**src/rtl/rd_buf_chunk_req.sv**
```systemverilog
// Splits one whole-transfer read into bounded chunk requests for the read circular
// buffer tile, snoops the tile's data return for chunk completion and emits a done token.
`ifndef FLOW_ID_W
`define FLOW_ID_W 8
`endif
`ifndef MSG_DATA_SIZE_WIDTH
`define MSG_DATA_SIZE_WIDTH 16
`endif

module rd_buf_chunk_req #(
  parameter int BUF_PTR_W       = 16,
  parameter int XFER_SIZE_W     = 32,
  parameter int MAX_CHUNK       = 1024,
  parameter int MAX_OUTSTANDING = 4
) (
  input  logic                            clk,
  input  logic                            rst,
  input  logic                            src_xfer_req_val,
  input  logic [`FLOW_ID_W-1:0]           src_xfer_req_flowid,
  input  logic [BUF_PTR_W-1:0]            src_xfer_req_offset,
  input  logic [XFER_SIZE_W-1:0]          src_xfer_req_size,
  output logic                            xfer_src_req_rdy,
  output logic                            chunk_rd_buf_req_val,
  output logic [`FLOW_ID_W-1:0]           chunk_rd_buf_req_flowid,
  output logic [BUF_PTR_W-1:0]            chunk_rd_buf_req_offset,
  output logic [`MSG_DATA_SIZE_WIDTH-1:0] chunk_rd_buf_req_size,
  input  logic                            rd_buf_chunk_req_rdy,
  input  logic                            mon_rd_buf_data_val,
  input  logic                            mon_rd_buf_data_last,
  input  logic                            mon_rd_buf_data_rdy,
  output logic                            xfer_done_val,
  output logic [`FLOW_ID_W-1:0]           xfer_done_flowid,
  input  logic                            dst_xfer_done_rdy
);

  localparam int FLOW_W = `FLOW_ID_W;
  localparam int MSG_W  = `MSG_DATA_SIZE_WIDTH;
  localparam int CNT_W  = $clog2(MAX_OUTSTANDING + 1);
  localparam logic [XFER_SIZE_W-1:0] MAX_CHUNK_X = XFER_SIZE_W'(MAX_CHUNK);
  localparam logic [CNT_W-1:0]       MAX_OUT_C   = CNT_W'(MAX_OUTSTANDING);

  typedef enum logic [1:0] {IDLE, ISSUE, DRAIN, DONE} state_t;

  state_t                 state_q, state_d;
  logic [FLOW_W-1:0]      flowid_q, flowid_d;
  logic [BUF_PTR_W-1:0]   cur_offset_q, cur_offset_d;
  logic [XFER_SIZE_W-1:0] remaining_q, remaining_d;
  logic [CNT_W-1:0]       out_cnt_q, out_cnt_d;

  logic [XFER_SIZE_W-1:0] chunk_sz;
  logic                   issue_hs;
  logic                   cpl;
  logic                   cpl_eff;

  assign chunk_sz = (remaining_q < MAX_CHUNK_X) ? remaining_q : MAX_CHUNK_X;
  assign cpl      = mon_rd_buf_data_val & mon_rd_buf_data_rdy & mon_rd_buf_data_last;
  // A completion with nothing outstanding is a protocol error and is dropped.
  assign cpl_eff  = cpl && (out_cnt_q != '0);

  assign chunk_rd_buf_req_val    = (state_q == ISSUE) && (out_cnt_q < MAX_OUT_C);
  assign issue_hs                = chunk_rd_buf_req_val & rd_buf_chunk_req_rdy;
  assign chunk_rd_buf_req_flowid = chunk_rd_buf_req_val ? flowid_q : '0;
  assign chunk_rd_buf_req_offset = chunk_rd_buf_req_val ? cur_offset_q : '0;
  assign chunk_rd_buf_req_size   = chunk_rd_buf_req_val ? MSG_W'(chunk_sz) : '0;

  assign xfer_done_val    = (state_q == DONE);
  assign xfer_done_flowid = xfer_done_val ? flowid_q : '0;
  assign xfer_src_req_rdy = (state_q == IDLE) && !rst;

  always_comb begin
    out_cnt_d = out_cnt_q;
    if (issue_hs && !cpl_eff) begin
      out_cnt_d = out_cnt_q + CNT_W'(1);
    end else if (!issue_hs && cpl_eff) begin
      out_cnt_d = out_cnt_q - CNT_W'(1);
    end
  end

  always_comb begin
    state_d      = state_q;
    flowid_d     = flowid_q;
    cur_offset_d = cur_offset_q;
    remaining_d  = remaining_q;
    case (state_q)
      IDLE: begin
        if (src_xfer_req_val && xfer_src_req_rdy) begin
          flowid_d     = src_xfer_req_flowid;
          cur_offset_d = src_xfer_req_offset;
          remaining_d  = src_xfer_req_size;
          state_d      = (src_xfer_req_size == '0) ? DONE : ISSUE;
        end
      end
      ISSUE: begin
        if (issue_hs) begin
          cur_offset_d = cur_offset_q + BUF_PTR_W'(chunk_sz);
          remaining_d  = remaining_q - chunk_sz;
          if (remaining_q == chunk_sz) state_d = DRAIN;
        end
      end
      DRAIN: begin
        // Leave once the last outstanding chunk has returned, even if that happens now.
        if ((out_cnt_q == '0) || ((out_cnt_q == CNT_W'(1)) && cpl)) state_d = DONE;
      end
      DONE: begin
        if (dst_xfer_done_rdy) state_d = IDLE;
      end
      default: state_d = IDLE;
    endcase
  end

  always_ff @(posedge clk) begin
    if (rst) begin
      state_q   <= IDLE;
      out_cnt_q <= '0;
    end else begin
      state_q   <= state_d;
      out_cnt_q <= out_cnt_d;
    end
  end

  always_ff @(posedge clk) begin
    flowid_q     <= flowid_d;
    cur_offset_q <= cur_offset_d;
    remaining_q  <= remaining_d;
  end

endmodule

```
**config.mk**
```make
export PLATFORM = sky130hd
export DESIGN_NAME = rd_buf_chunk_req
export DESIGN_NICKNAME = d
export VERILOG_FILES = /design/src/rtl/rd_buf_chunk_req.sv
export SDC_FILE = /design/constraint.sdc
export NUM_CORES = 1
export LEC_CHECK = 0
export ABC_AREA = 1
export CORE_MARGIN = 5
export CORE_UTILIZATION = 50
export DETAILED_ROUTE_END_ITERATION = 8
export PLACE_DENSITY = 0.81
export SLEW_MARGIN = 20
export SYNTH_ARGS = -nofsm -noshare
export SYNTH_HDL_FRONTEND = slang
export SYNTH_SLANG_ARGS = --single-unit
```
**constraint.sdc**
```tcl
create_clock -name clk -period 4.83 [get_ports clk]
set_clock_uncertainty 0.2 [all_clocks]
set_input_delay 0.966 -clock clk [delete_from_list [all_inputs] [get_ports clk]]
set_output_delay 0.966 -clock clk [all_outputs]
set_load 0.005 [all_outputs]
```
==> qor.txt <==
WS Path Type = flop to primary output
Setup total negative slack = 0 ns
Min Tclk post-route = 3.86 ns
Register area share after synthesis = 38.0%
Synthesized cell area = 4690 sq um
DR vias = 4548
Worst path required time = 3.66 ns
Vias per cell = 5.33
Top-count cell post-synth = nand2_1
Tcrit/Tclk final = 80.0%
H-tree depth = 3
Synth top cells by count = 147 x nand2_1, 91 x inv_1, 74 x nor2_1, 56 x edfxtp_1, 40 x nand3_1
Post-Synth XOR/XNOR Area = 4.48%
Synth Area in Adders = 7.37%
Clk buf depth = 2
Fmax = 0.259 GHz
Yosys reg bits = 61
Yosys warnings = 0
Critical Path Sink Type = primary output
Share of the synthesized area in the top cell type = 35.9%
Vias in the first global route = 4496
Syn Area/Cell = 7.45 sq um
Max incr delay on CP = 0.57 ns
Setup Viol. Count Final = 0
Initial DRC count = 265
Post-CTS sizing = 0
Startpoint of the worst hold path = out_cnt_q[2]$_SDFFE_PP0P_
Distinct cells, synth = 44
Max-slew violations = 0
Worst VDD drop = 0.000230 V
Worst skew pair latency = 0.35 ns
Number of remaining DRC errors = 0
Post-placement cell count = 838
Post-synth ARST share = 0%
EDFF count, synth = 56
Standard cell core area = 9200 sq um
Top post-synthesis cells by area = edfxtp_1 36%, nand2_1 12%, inv_1 7.3%, ha_1 6.9%, nor2_1 5.9%
Unrepaired setup endpoints after global routing = no
Num CTS Buffers = 9
Multi-input logic area = 2480 sq um
Final Hold Vio Count = 0
Io pins = 115
Filler Cells Inserted = 813
WL per Instance = 14.7 um
Seq. cell area = 1780 sq um
Global-route wire length before repair = 20800 um
Cell count after synthesis = 629
ANT cells = 0
Die area = 11400 sq um
Final instance count without filler cells = 854
Area fraction in and, or, nand and nor cells after synthesis = 30.3%
Status = finished clean
Top cell by count, worst path = inv_2
PortBufs = 109
CP Launch Type = flop
Grt ovf = 0
Clock Root Buffer = clkbuf_8
Post-route ant nets = 0
CTS tree = done
Pin count of the biggest net entering global routing = 69
Crit-path slowest cell = clkdlybuf4s50_1
Post-synthesis mux area share = 0%
Delay-heaviest family, CP = buffers and inverters
GP Congestion = 0.956
Worst-path clk slew = 0.07 ns
Area Growth Syn to Fin = 29.2%
Starting density of the core = 51.0%
Critical path cell sequence = inv_1 -> ha_1 -> buf_4 -> inv_2 -> nor2_2 -> inv_2 -> nor3_1 -> clkdlybuf4s50_1
DR pass1 iterations = 5
Reg2reg start = remaining_q[12]$_DFFE_PP_
Net count, final = 829
Buf/Inv on CP = 5
CTS Sinks = 61
Share of cells above drive strength 1 = 6.59%
Compound-gate portion of the synthesized area = 9.69%
Die Y = 107 um
Initial antenna violation count = 0
Row count = 35
Pwr dens = 394 nW/um^2
Slew Limit Headroom = 46.1%
Ys flop type = edfxtp_1
Die width = 107 um
GRT Util Overall = 22.4%
Hold Crit Class = flop to flop
Hold-fix buffers, CTS = 0
Critical Path AT = 2.70 ns
Max capacitance violation total = 0
Slew @ Worst Pin = 0.807 ns
Post-DP HPWL = 9620 um
Synth area leader = edfxtp_1
Final WL = 12500 um
Critical Path Start = state_q[1]$_SDFFE_PP0P_
Pleak = 2.72 nW
Crit-path max FO = 35
Post-CTS setup buffer count = 0
Largest family of logic cells by synthesized area = simple AND/OR/NAND/NOR gates
## report_power, final
group | switching [mW] | leakage (nW) | internal (mW) | total (mW)
logic | 0.624 | 2.08 | 0.411 | 1.03
registers | 0.123 | 0.556 | 0.789 | 0.912
clock network | 0.208 | 0.0888 | 0.232 | 0.440
total | 0.955 | 2.72 | 1.43 | 2.39
## cells by family (layout without fill, tap and decap cells)
logic type,count (synthesis),in the layout
other,2,10
flip-flops,61,61
AO/OA/AOI/OAI,78,78
XOR/XNOR,24,24
buffers and inverters,117,223
AND/OR/NAND/NOR,320,320
adder cells (fa/ha/maj),27,27
## final timing paths
path / end / slack (ns) / cells after the start
setup / recovery: chunk_rd_buf_req_size[6] / 0.97 / 8
hold / removal: out_cnt_q[2]$_SDFFE_PP0P_ / 0.34 / 2
setup reg to reg: cur_offset_q[12]$_DFFE_PP_ / 1.26 / 15
hold reg to reg: out_cnt_q[2]$_SDFFE_PP0P_ / 0.34 / 2
## cell usage in the layout (no fill, tap or decap), types with 4 or more instances in the layout
master | synthesis | layout
conb_1 | 2 | 10
nand2_1 | 147 | 147
nor2_1 | 74 | 74
a31oi_1 | 4 | 4
clkdlybuf4s50_1 | 0 | 109
edfxtp_1 | 56 | 56
inv_1 | 91 | 91
nor3_1 | 17 | 17
clkbuf_8 | 0 | 9
ha_1 | 26 | 26
nor2_2 | 9 | 9
a21oi_1 | 22 | 21
xnor2_1 | 13 | 13
o21ai_0 | 33 | 33
nand4_1 | 6 | 6
nor4_1 | 9 | 9
buf_4 | 5 | 4
nand2_2 | 8 | 8
nand3_1 | 40 | 40
xor2_1 | 11 | 11
dfxtp_1 | 5 | 5
a21o_1 | 5 | 5
## metrics by stage
stage          power, mW  setup slack (ns)  hold slack [ns]  utilization, %  instance area, sq um
2_1_floorplan       1.57             0.263            0.289               -                  4720
3_3_place_gp        1.89              1.18            0.329            63.9                  5880
3_5_place_dp        1.94              1.05            0.331            63.9                  5880
4_1_cts             2.38             0.961            0.341            65.9                  6060
5_1_grt             2.56             0.690            0.372            65.9                  6060
6_report            2.39             0.967            0.338            65.9                  6060
## flip-flops by register name (all words and copies together) (netlist names)
signal,cells
out_cnt_q,3
state_q,2
flowid_q,8
cur_offset_q,16
remaining_q,32
## routing by layer
| layer | GRT usage, % | vias up | part of all wire, % |
|---|---|---|---|
| met3 | 4.27 | 12 | 7.8 |
| met4 | 7.03 | 0 | 1.4 |
| met2 | 37.1 | 196 | 48 |
| met1 | 29.6 | 2089 | 43 |
| met5 | 0 | - | 0 |
| li1 | - | 2251 | - |
## worst min-delay path, stage by stage, from the launching register on
cell and delay (ns):
dfxtp_1 0.32, inv_1 0.10, a21oi_1 0.07
## layout make-up
cell class / count / share of cell area [%]
Clock buffer: 10 / 2.11
Sequential cell: 61 / 29.4
Tap cell: 111 / 2.29
Timing Repair Buffer: 113 / 18.5
Inverter: 94 / 5.85
Clock inverter: 6 / 0.888
Multi-Input combinational cell: 459 / 40.9
Note: power is estimated with default switching activity, not from simulation.
